### src/rtl/pc_seq_pkg.sv
// Shared definitions for the fetch sequencer: FSM state encoding and default widths.
package pc_seq_pkg;

  localparam int ADDR_W_DEF      = 32;
  localparam int DATA_W_DEF      = 32;
  localparam int INSTR_BYTES_DEF = 4;
  localparam int CNT_W_DEF       = 32;

  typedef enum logic [1:0] {
    BOOT,
    FETCH,
    DROP,
    OUT
  } fetch_state_e;

endpackage

### src/rtl/pc_sequencer.sv
// Fetch controller: drives the external PC register and the imem req/ack handshake, with a one-entry output stage.
// The instruction is valid the cycle after the ack and is held until it is accepted by instr_ready or squashed by a redirect.
module pc_sequencer
  import pc_seq_pkg::*;
#(
  parameter int ADDR_W      = ADDR_W_DEF,
  parameter int DATA_W      = DATA_W_DEF,
  parameter int INSTR_BYTES = INSTR_BYTES_DEF,
  parameter int CNT_W       = CNT_W_DEF
) (
  input  logic              clk,
  input  logic              rst,
  input  logic [ADDR_W-1:0] pc_cur,
  output logic [ADDR_W-1:0] pc_next,
  output logic              imem_req,
  output logic [ADDR_W-1:0] imem_addr,
  input  logic              imem_ack,
  input  logic [DATA_W-1:0] imem_rdata,
  input  logic              redirect,
  input  logic [ADDR_W-1:0] redirect_pc,
  output logic              instr_valid,
  input  logic              instr_ready,
  output logic [DATA_W-1:0] instr,
  output logic [ADDR_W-1:0] instr_pc,
  output logic              align_err,
  output logic [CNT_W-1:0]  fetch_count
);

  fetch_state_e      state_q, state_d;
  logic [ADDR_W-1:0] pend_pc_q, pend_pc_d;
  logic [DATA_W-1:0] instr_q, instr_d;
  logic [ADDR_W-1:0] instr_pc_q, instr_pc_d;
  logic              align_err_q, align_err_d;
  logic [CNT_W-1:0]  fetch_count_q, fetch_count_d;
  logic [ADDR_W-1:0] target;

  assign target = {redirect_pc[ADDR_W-1:2], 2'b00};

  always_comb begin
    state_d       = state_q;
    pc_next       = pc_cur;
    pend_pc_d     = pend_pc_q;
    instr_d       = instr_q;
    instr_pc_d    = instr_pc_q;
    fetch_count_d = fetch_count_q;
    align_err_d   = align_err_q | (redirect & (redirect_pc[1:0] != 2'b00));

    case (state_q)
      BOOT: state_d = FETCH;
      FETCH: begin
        if (imem_ack && !redirect) begin
          instr_d    = imem_rdata;
          instr_pc_d = pc_cur;
          pc_next    = pc_cur + ADDR_W'(INSTR_BYTES);
          state_d    = OUT;
        end else if (imem_ack && redirect) begin
          pc_next = target;
        end else if (redirect) begin
          // The request is already on the bus; remember where to go once it retires.
          pend_pc_d = target;
          state_d   = DROP;
        end
      end
      DROP: begin
        if (imem_ack) begin
          pc_next = redirect ? target : pend_pc_q;
          state_d = FETCH;
        end else if (redirect) begin
          pend_pc_d = target;
        end
      end
      OUT: begin
        if (redirect) begin
          pc_next = target;
          state_d = FETCH;
        end else if (instr_ready) begin
          fetch_count_d = fetch_count_q + CNT_W'(1);
          state_d       = FETCH;
        end
      end
      default: state_d = BOOT;
    endcase
  end

  always_ff @(posedge clk or posedge rst) begin
    if (rst) begin
      state_q       <= BOOT;
      pend_pc_q     <= '0;
      instr_q       <= '0;
      instr_pc_q    <= '0;
      align_err_q   <= 1'b0;
      fetch_count_q <= '0;
    end else begin
      state_q       <= state_d;
      pend_pc_q     <= pend_pc_d;
      instr_q       <= instr_d;
      instr_pc_q    <= instr_pc_d;
      align_err_q   <= align_err_d;
      fetch_count_q <= fetch_count_d;
    end
  end

  assign imem_req    = (state_q == FETCH) || (state_q == DROP);
  assign imem_addr   = pc_cur;
  assign instr_valid = (state_q == OUT);
  assign instr       = instr_q;
  assign instr_pc    = instr_pc_q;
  assign align_err   = align_err_q;
  assign fetch_count = fetch_count_q;

endmodule

### config.mk
export PLATFORM = sky130hd
export DESIGN_NAME = pc_sequencer
export DESIGN_NICKNAME = d
export VERILOG_FILES = /design/src/rtl/pc_seq_pkg.sv /design/src/rtl/pc_sequencer.sv
export SDC_FILE = /design/constraint.sdc
export NUM_CORES = 1
export LEC_CHECK = 0
export CORE_ASPECT_RATIO = 0.5
export CORE_MARGIN = 2
export CORE_UTILIZATION = 46
export CTS_CLUSTER_SIZE = 14
export DETAILED_ROUTE_END_ITERATION = 8
export GPL_ROUTABILITY_DRIVEN = 0
export PLACE_DENSITY = 0.84
export SETUP_SLACK_MARGIN = 0.3
export SLEW_MARGIN = 5
export SYNTH_ARGS = -nofsm -noshare
export SYNTH_HDL_FRONTEND = slang
export SYNTH_SLANG_ARGS = --single-unit
### constraint.sdc
create_clock -name clk -period 4.54 [get_ports clk]
set_input_delay 0.681 -clock clk [delete_from_list [all_inputs] [get_ports clk]]
set_output_delay 0.681 -clock clk [all_outputs]
set_load 0.005 [all_outputs]
# Word-level counts from Yosys, hierarchy flattened
# Index checks and enable logic that the tools add are counted.
# op_classes
n_addsub,2
eq_ne,10
mux,17
bitwise,3
reduce_logical,11
# ops
cell,count
$mux W32,8
$pmux W32 S3,1
$pmux W32 S2,1
$add A32 B1 Y32 const B,1
$add A32 B3 Y32 const B,1
$mux W2,6
$ne A2 B2 Y1 const B,4
$pmux W2 S4,1
$reduce_and A4 Y1,2
$ne A3 B3 Y1 const B,2
$eq A2 B2 Y1 const B,2
$reduce_bool A2 Y1,2
$ne A3 B2 Y1 const B,1
$reduce_and A3 Y1,1
$eq A2 B1 Y1 const B,1
$logic_and A1 B1 Y1,2
$logic_not A2 Y1,1
$reduce_and A2 Y1,1
$and A1 B1 Y1,1
$logic_not A1 Y1,1
$logic_or A1 B1 Y1,1
$not A1 Y1,1
$or A1 B1 Y1,1
# word_totals
ff_bits,131
inputBits,101
output_inout_bits,163

# Longest topological paths before layout
# logic_depth
ltp_word,4
mapped_depth,9

# Worst setup path before layout
# No wires, ideal clock.
# synth_path
path_type,input to output
start,in pc_cur[2]
end,out pc_next[18]
arrival_ns,2.116
required_time_ns,3.859
path_slack_ns,1.743
stages,6
n_path_buf,0
cell_sequence,ha_1 -> nand3_2 -> or4_4 -> o311ai_2 -> a221oi_1 -> o22a_1
# synth_via
elab_chain_cells,3
# synth_rtl
item,line_no,source
start: declaration,pc_sequencer.sv:13,"input logic [ADDR_W-1:0] pc_cur,"
$add A32 B3 Y32,pc_sequencer.sv:54,pc_next = pc_cur + ADDR_W'(INSTR_BYTES);
$mux W32,pc_sequencer.sv:51,if (imem_ack && !redirect) begin
$pmux W32 S3,pc_sequencer.sv:48,case (state_q)
end: declaration,pc_sequencer.sv:14,"output logic [ADDR_W-1:0] pc_next,"
# No other way between the ends.

# Worst setup path after layout
# layout_path
start,in imem_ack
end,out pc_next[31]
# layout_via
elab_chain_cells,4
word_cells_on_any_way,6
cone_classes,mux (4); reduce/logical (2)
# layout_rtl
item,line_no,source
start: declaration,pc_sequencer.sv:17,"input logic imem_ack,"
$logic_and A1 B1 Y1,pc_sequencer.sv:56,end else if (imem_ack && redirect) begin
$mux W32,pc_sequencer.sv:56,
$mux W32,pc_sequencer.sv:51,
$pmux W32 S3 (*),pc_sequencer.sv:48,
# Mark *: on every way between the ends. The rest lies on a longest branch, timed or not.

==> summary by stage <==
Logic synthesis
The post-synthesis instance total is 830. Yosys mapped the design onto 68 distinct sky130hd cell types. Of the total synthesized cell area, the portion taken by AND, OR, NAND and NOR gates is 0.219. For this run, the register share of the synthesized area comes to 0.446. The fraction of synthesized area in multiplexers is 0.0543. The number of nets in the synthesized netlist is 937.

The synthesized-area fraction occupied by adder cells is 0.0102. The number of enable flip-flop cells after synthesis is 0. By area, the combinational part of the netlist is dominated by simple AND/OR/NAND/NOR gates. The cell area after technology mapping is 7360 sq um. For this run, the number of Yosys warnings is 0. For this run, asynchronously set or reset flops after synthesis account for 1.00. The average instance in the mapped netlist occupies 8.86 sq um. Of the total synthesized cell area, the portion taken by XOR and XNOR cells is 0.0393.

The area fraction in compound gates after synthesis is 0.164. The flip-flop cell with the highest count after synthesis is dfrtp_1. The number of flip-flops and latches in the synthesized netlist is 131.

Timing
Across the routed clock network, the largest skew measured is 11.7 ps. Setup repair after global routing could not meet its margin everywhere. Measured against its own limit, the worst slew margin works out to 0.313. The final hold violation count is 0. Setup violations remaining at the end of the flow were counted as 0. The slew at the pin closest to its max-slew limit is 1030 ps. The total count of max-transition violations in the final report is 0.

The worst path meets setup with 383 ps of slack. The maximum clock frequency is 0.241 GHz. Dividing the final minimum period by the clock period gives 0.916. Adding up every negative setup slack in the final design gives 0 ps. The minimum clock period after layout is 4160 ps.

Placement
Once detailed placement completed, the half-perimeter wirelength came to 17.9 mm. The count of buffers added on input and output ports is 263. The number of cells in the design after placement is 1250.

Prior to clock tree synthesis, the placed netlist has a worst setup slack of 341 ps. The placed instances occupy a cell area of 10100 sq um.

GRT
The number of antenna violations at the first check in global routing was 0. The global-route wire length before repair is 39.0 mm. Entering global routing, the biggest net connects 91 pins. The overall routing resource usage is 0.291.

Global routing finished with a remaining overflow of 0. The via count of the first global-routing pass is 7318.

Routing
After detailed routing, the average wire length per cell comes to 19.5 um. The DRC violation count after routing is 0. For this block, the via count after detailed routing is 7501. The total wire length after detailed routing is 25.0 mm. Using the TritonRoute via totals, the vias-per-cell ratio works out to 5.85. The residual antenna-violating net count after detailed routing is 0. The pre-antenna-repair detailed-routing pass consisted of 6 iterations. The detailed router finished its first iteration with 959 violations.

Pwr
The largest voltage drop on the vdd net is 0.311 mV. The power dissipated by switching net loads is 2.08 mW. Of the total power, the share spent switching nets is 0.344.

Of the total power, the clock network draws 0.242. Dividing total power by cell area gives a power density of 565 nW/um^2. The leakage power of the design is 4.69 nW. The internal cell power is 3.96 mW. Of the total power, registers draw 0.310. The proportion of power drawn by combinational gates is 0.448.

Die
The vertical die dimension is 93.4 um. The die footprint is 17100 sq um. The total area inside the core boundary comes to 15500 sq um.

For this configuration, the core starts out at a cell density of 0.474. The count of standard-cell rows is 32. 264 I/O pins were placed.

The width of the die is 183 um.

Layout
0 antenna diodes ended up in the layout. The finished layout cell area is 10700 sq um. At the end of the flow the core is filled with cells to 0.689.

At the end of the flow, the number of nets in the layout was 1172. The proportion of layout cells with a drive suffix above 1 is 0.101. Once layout is complete, the cells apart from fillers number 1282. The layout-stage area growth over the synthesis result is 45.5%. The sequential cells in the finished layout cover a total of 3280 sq um. After filler insertion, the fill cell instance count of the layout stands at 1196. Summing all multi-input logic gate instances after layout gives 3630 sq um.

Worst setup path
In this run the worst path has a maximum fanout of 22. At the worst endpoint, the arrival time is 3480 ps. The worst setup path is launched from an input port. The worst setup path is of the in -> out kind. The critical path endpoint category is a primary output.

The length in cells of the worst reg-to-reg path is 7. The required time at the worst-slack endpoint is 3860 ps.

Clock tree
Buffers inserted during clock tree synthesis total 17. The deepest clock path buffer count is 2. Post-CTS timing repair inserted 0 buffers for setup. TritonCTS built the clock tree. The H-tree was split into 4 levels. The tree is rooted in a clkbuf_16.

The TritonCTS sink count is 131. At the later pin of the worst-skew pair, clock insertion delay measures 420 ps. The post-CTS clock slew at the launch and capture registers of the worst setup and hold paths is 60 ps.

Min path
The worst hold path was traced through 2 stages. The worst hold path class is reg -> reg.

Flow run
The number of max-cap violations is 0.

Outcome
The run finished with clean final reports.
cells in the final DEF, fill, tap and decap left out, types with 16 or more instances in the layout:
cell type        instances
a21oi_1                 37
clkbuf_16               17
buf_4                   26
nand2_1                213
nand4_1                 21
nand3_1                 16
o21ai_0                 37
mux2_2                  31
nor2_1                  40
inv_1                   23
xnor2_1                 19
clkdlybuf4s50_1        262
dfrtp_1                131
power groups by stage:
stage	logic, mW	registers (mW)	clock network, mW
2_1_floorplan	1.14	1.88	0
3_3_place_gp	2.59	1.86	0
3_5_place_dp	2.66	1.89	0
4_1_cts	2.68	1.87	1.46
5_1_grt	2.90	1.93	1.52
6_report	2.71	1.88	1.46
worst max-delay path, cell delays in order:
cell and delay [ps]:
clkdlybuf4s50_1 640, and3b_1 360, buf_4 240, a21o_1 200, a31oi_1 470, o41a_1 260
o221ai_1 120, clkdlybuf4s50_1 480
final cells by class:
class / instances / area share
clock inverter: 13 / 0.0165
sequential: 131 / 0.306
multi-input combinational: 601 / 0.339
timing repair buffer: 290 / 0.265
tap: 204 / 0.0239
clock buffer: 19 / 0.0405
inverter: 24 / 0.00889
registers in the layout, indices dropped and copies added, names as in the netlist:
name,flops
fetch_count,32
instr,32
instr_pc,32
pend_pc_q,32
state_q,2
align_err,1
logic make-up (layout without fill, tap and decap cells):
| logic type | after synthesis | after routing |
|---|---|---|
| fa+ha+maj | 6 | 6 |
| simple gates | 352 | 352 |
| mux | 36 | 36 |
| compound gates | 174 | 174 |
| flops | 131 | 131 |
| buf+inv | 98 | 346 |
| xor+xnor | 33 | 33 |
path summary, 6_finish.rpt:
path,start,to,slack [ps]
worst max-delay path,imem_ack,pc_next[31],380
worst min-delay path,instr_pc[10],instr_pc[10],480
worst max register to register,state_q[1],pend_pc_q[3],1720
worst min register to register,instr_pc[10],instr_pc[10],480
max in group asynchronous,rst,instr[0],2870
min in group asynchronous,rst,instr[5],820
cell usage after synthesis (8+ instances only):
library cell,instances,share of area
a21o_1,8,0.0082
a21oi_1,37,0.025
a221o_1,12,0.016
a221oi_1,8,0.0095
a22oi_1,8,0.0082
buf_1,8,0.0041
buf_4,32,0.033
clkbuf_1,29,0.015
dfrtp_1,131,0.45
inv_1,24,0.012
mux2_2,31,0.047
nand2_1,214,0.11
nand2b_1,8,0.0068
nand3_1,16,0.011
nand4_1,21,0.018
nor2_1,43,0.022
o21ai_0,37,0.025
xnor2_1,19,0.023
xor2_1,14,0.017
metrics by stage:
stage               hold slack, ps  power, mW
floorplan                      453       3.01
global placement               459       4.45
detailed placement             459       4.55
CTS                            476       6.02
global route                   493       6.35
finish                         475       6.05
what timing repair did:
item | in CTS | in global routing
resized for setup | 0 | 7
endpoints found under the setup margin | 0 | 3
endpoints found under the hold margin | 0 | 0
hold buffers | 0 | 0
metal layers:
metal | global-route usage | share of wire | vias up
met1 | 0.371 | 0.40 | 3613
li1 | - | - | 3367
met5 | 0 | 0 | -
met3 | 0.0646 | 0.088 | 92
met2 | 0.488 | 0.48 | 429
met4 | 0.117 | 0.035 | 0
No activity file was read; power rests on OpenSTA's default activity.
==> variant 1, RTL diff (config.mk and constraints unchanged) <==
`instr_pc_q` no longer has a reset.
--- a/src/rtl/pc_sequencer.sv
+++ b/src/rtl/pc_sequencer.sv
@@ -88,5 +88,4 @@
       pend_pc_q     <= '0;
       instr_q       <= '0;
-      instr_pc_q    <= '0;
       align_err_q   <= 1'b0;
       fetch_count_q <= '0;
@@ -95,8 +94,11 @@
       pend_pc_q     <= pend_pc_d;
       instr_q       <= instr_d;
-      instr_pc_q    <= instr_pc_d;
       align_err_q   <= align_err_d;
       fetch_count_q <= fetch_count_d;
     end
+  end
+
+  always_ff @(posedge clk) begin
+    instr_pc_q <= instr_pc_d;
   end
 
Behaviour: differs if rst is asserted again (counterexample within 4 cycles, from zero or initial values and one cycle with rst high); with rst held inactive, the same outputs for 4 cycles.
==> variant 1 against the original RTL <==
  * Synthesized area down 5.0%
  * Sequential cell count unchanged
  * Critical path depth down 1
  * Register-to-register slack better by 20 ps
  * Routed wire length down 9.6%
  * Maximum frequency down 2.5%
  * Via count down 9.7%
  * Synthesized cell count down 16%
  * Power down 12%
  * Combinational power down 18%
  * Setup slack worse by 110 ps
  * Count of clock-buffer cells in the layout down 2
  * Largest power group unchanged
  * Design area down 3.6%
==> variant 1: results (changes against the original RTL) <==
status: completed
Net Sw Power: 0.001799 W (-14%)
Post-synth EDFFs: 32 (+32)
min-delay src: fetch_count[31]
Max IR drop VDD: 0.2684 mV (-14%)
via count: 6771 (-9.7%)
Post-Syn Nets: 808 (-14%)
DR iter-0 viols: 670 (-30%)
Hold WC Path Type: flop to flop
CP max FO: 10 (-55%)
worst hold path endpoint: fetch_count[31]
Finished Layout Cells: 1154 (-10%)
# fillers: 1069 (-11%)
slowest stage delay, CP: 690 ps (+50 ps)
Total GRT Usage: 0.2764 (-0.01498)
global-route wire length before repair: 35.27 mm (-9.6%)
ys async rst share: 0.7557 (-0.2443)
post-synthesis mux area share: 0.05585 (+0.001593)
Post-Synth XOR/XNOR Area: 0.03885 (-0.0004453)
arrival time at the worst endpoint: 3580 ps (+100 ps)
top post-synthesis cells by area: dfrtp_1 35%, edfxtp_1 14%, nand2_1 7.4%
Avg WL per Cell: 19.59 um (+0.47%)
reg2reg end: pend_pc_q[19]
Seq/Total Area, Yosys: 0.4919 (+0.04629)
Pre-antenna DRT Iters: 7 (+1)
DP HPWL: 16.14 mm (-9.7%)
Mean Syn Cell Area: 9.970 sq um (+13%)
R2R cell count: 6 (-1)
Synth Area in Compound Gates: 0.1391 (-0.02505)
most common library cells after synthesis: 138 x nand2_1, 99 x dfrtp_1, 32 x buf_4, 32 x edfxtp_1, 32 x mux2_2
Clock Skews: 11.81 ps (+0.1420 ps)
Port Buffers: 263 (unchanged)
DP Cell Count: 1122 (-10%)
largest net degree at the start of global routing: 49 (-46%)
Distinct cells, synth: 69 (+1.5%)
hold depth: 1 (-1)
r2r startpoint: state_q[0]
vias in the first global route: 6554 (-10%)
Synth Area in Adders: 0.01074 (+0.0005353)
variant 1: cell types whose count changed after synthesis, sizes merged, moves of 11 or more:
cell	delta
a21oi	-23
edfxtp	+32
a221oi	+12
nor2	-18
o21ai	-11
nand2	-76
dfrtp	-32
nand3	+11
variant 1: routing by layer:
metal / GRT usage / wire length, um / share of wire
met1: 0.3547 / 9144 / 0.40
met2: 0.4591 / 10730 / 0.47
met3: 0.05946 / 1963 / 0.087
met4: 0.1043 / 771 / 0.034
met5: 0 / 0 / 0
variant 1: final cells by class:
cell class | instances | area (sq um) | share of cell area
Clock buffer | 17 | 425.4 | 0.04126
Sequential cell | 131 | 3438 | 0.3335
Tap cell | 198 | 247.7 | 0.02403
Inverter | 14 | 55.05 | 0.005340
Timing Repair Buffer | 292 | 2853 | 0.2767
Clock inverter | 15 | 168.9 | 0.01638
Multi-Input combinational cell | 487 | 3122 | 0.3028
variant 1: power groups by stage:
stage	logic, W	registers [W]	clock network [W]
6_report	0.00223	0.00173	0.00138
5_1_grt	0.00239	0.00176	0.00144
4_1_cts	0.00220	0.00172	0.00139
3_5_place_dp	0.00218	0.00174	0
3_3_place_gp	0.00213	0.00172	0
2_1_floorplan	0.000981	0.00173	0
variant 1: worst max-delay path by stage:
| stage | from | endpoint | slack [ps] | depth (start not counted) |
|---|---|---|---|---|
| floorplan | rst | align_err | 1270 | 1 |
| global placement | pc_cur[2] | pc_next[22] | 460 | 9 |
| detailed placement | pc_cur[2] | pc_next[28] | 300 | 8 |
| CTS | pc_cur[2] | pc_next[26] | 360 | 8 |
| global route | pc_cur[4] | pc_next[29] | 260 | 7 |
| finish | pc_cur[4] | pc_next[29] | 280 | 7 |
variant 1: kinds of logic (layout without fill, tap and decap cells):
| kind of cell | Yosys count | in the layout |
|---|---|---|
| AOI/OAI and AO/OA | 133 | 133 |
| xor gates and xnor gates | 31 | 31 |
| adders and majority gates | 6 | 6 |
| buffers and inverters | 83 | 338 |
| DFF | 131 | 131 |
| muxes | 35 | 35 |
| and+or+nand+nor | 282 | 282 |
variant 1: stage by stage:
step	hold WS (ps)	area, sq um	total power [W]	worst slack, ps	util
floorplan	454.5	6989	0.002708	1269	-
detailed placement	455.3	9704	0.003919	304.4	0.6619
global placement	452.0	9704	0.003846	458.6	0.6619
CTS	476.6	10300	0.005312	355.1	0.7024
global route	500.3	10310	0.005588	262.2	0.7032
finish	474.0	10310	0.005329	275.6	0.7032
variant 1: worst max-delay path: cells and delay by family:
kind	cells	cell delay [ps]
and+or+nand+nor	4	1350
buffers and inverters	2	1280
AOI/OAI and AO/OA	1	270
variant 1: what timing repair did:
item,4_1_cts,5_1_grt
hold endpoints to repair,0,0
endpoints found under the setup margin,1,13
resized for setup,1,3
==> variant 2, RTL diff (same settings) <==
Without the edit above. Set the package constant `DATA_W_DEF` to 64 (it was 32).
--- a/src/rtl/pc_seq_pkg.sv
+++ b/src/rtl/pc_seq_pkg.sv
@@ -3,5 +3,5 @@
 
   localparam int ADDR_W_DEF      = 32;
-  localparam int DATA_W_DEF      = 32;
+  localparam int DATA_W_DEF      = 64;
   localparam int INSTR_BYTES_DEF = 4;
   localparam int CNT_W_DEF       = 32;
Interface: changed (resized imem_rdata and instr); port bits go from 264 to 328. No check against the original RTL was run, so the function may have changed too.
==> variant 2 against the original RTL <==
  * The run now ends with design-rule violations left
  * Power is 14% higher
  * Synthesized area is 19% higher
  * Sequential power is 24% higher
  * Highest routed layer unchanged
  * Count of clock-buffer cells in the layout is 1 higher
  * Critical path depth is 1 lower
  * First-iteration DRC count is 42% lower
  * Utilization is 0.68 points lower
  * Final cell count is 19% higher
  * Routed wire length is 11% higher
  * Design area is 18% higher
  * Critical endpoint is now pc_next[27]
  * Sequential cell count is 32 higher
  * Setup slack better by 42 ps
  * Clock power is 3% lower
  * Register-to-register slack better by 280 ps
==> variant 2: results (changes against the original RTL) <==
# nets final: 1393 (+19%)
arrival time at the worst endpoint: 3430 ps (-50 ps)
top post-synthesis cells by area: dfrtp_1 47%, nand2_1 14%, mux2_2 4.1%
Distinct cells, synth: 79 (+16%)
Total GRT Usage: 0.2729 (-0.01845)
Multi-input gate area: 0.004081 sq mm (+12%)
Mean Syn Cell Area: 8.999 sq um (+1.5%)
Synth Area in Adders: 0.008582 (-0.001623)
largest net degree at the start of global routing: 104 (+14%)
placed inst area: 0.01205 sq mm (+20%)
failing checks: design-rule violations
Post-Synth XOR/XNOR Area: 0.03104 (-0.008252)
final instance area: 0.01263 sq mm (+18%)
routing usage on met1: 0.3348 (-0.03598)
share of cells above drive strength 1: 0.09242 (-0.008696)
inverter count: 14 (-42%)
global-route wire length before repair: 43.19 mm (+11%)
status: finished with violations
wire length on met2: 13.49 mm (+12%)
non-clock buffer count: 356 (+23%)
Max IR drop VDD: 0.3402 mV (+9.4%)
Remaining DRCs: 2 (+2)
worst hold path endpoint: instr[50]
DR iter-0 viols: 555 (-42%)
Synth Area in Compound Gates: 0.1440 (-0.02010)
area delta synth->final: 44.43%
Seq/Total Area, Yosys: 0.4663 (+0.02066)
post-synthesis mux area share: 0.04463 (-0.009632)
Pleak: 5.629 nW (+20%)
Finished Layout Cells: 1525 (+19%)
ClkCell Share: 0.04566 (-0.01129)
clock buf count: 20 (+1)
Vias/cell: 5.503 (-5.9%)
most common library cells after synthesis: 320 x nand2_1, 163 x dfrtp_1, 37 x o21ai_0
routed wire length: 27.72 mm (+11%)
storage element area: 0.004079 sq mm (+24%)
Port Buffers: 327 (+24%)
worst hold slack: 469.6 ps (-5.815 ps)
Net Sw Power: 0.002309 W (+11%)
vias in the first global route: 8372 (+14%)
pre-CTS WS: 489.6 ps (+148.3 ps)
Clock Skews: 11.89 ps (+0.2183 ps)
actual slew at the worst max-slew pin: 649.4 ps (-379.3 ps)
grt met3 use: 0.07359 (+0.008951)
Met3 Routed Length: 2.299 mm (+4.5%)
Data buffer area share: 0.2783 (+0.01345)
Pre-antenna DRT Iters: 7 (+1)
Seq Cell Count: 163 (+24%)
min-delay src: instr[50]
variant 2: cell types whose count changed after synthesis, sizes merged, moves of 11 or more:
cell / delta
nor2: -16
a21oi: -12
inv: -11
buf: +12
nand4: -11
dfrtp: +32
nand2: +107
variant 2: power groups by stage:
stage | Clock, W | Sequential [W] | Combinational [W]
final | 0.00142 | 0.00234 | 0.00314
after CTS | 0.00146 | 0.00234 | 0.00314
after detailed placement | 0 | 0.00235 | 0.00312
after global placement | 0 | 0.00232 | 0.00305
after floorplan | 0 | 0.00234 | 0.00132
after global routing | 0.00152 | 0.00240 | 0.00340
variant 2: worst max-delay path by stage:
stage	slack, ps	from	to	cells past startpoint
3_5_place_dp	490	pc_cur[4]	pc_next[27]	7
4_1_cts	450	state_q[0]	pc_next[26]	9
2_1_floorplan	1720	pc_cur[8]	pc_next[17]	6
6_report	430	pc_cur[4]	pc_next[27]	7
3_3_place_gp	500	pc_cur[4]	pc_next[27]	7
5_1_grt	330	pc_cur[4]	pc_next[27]	7
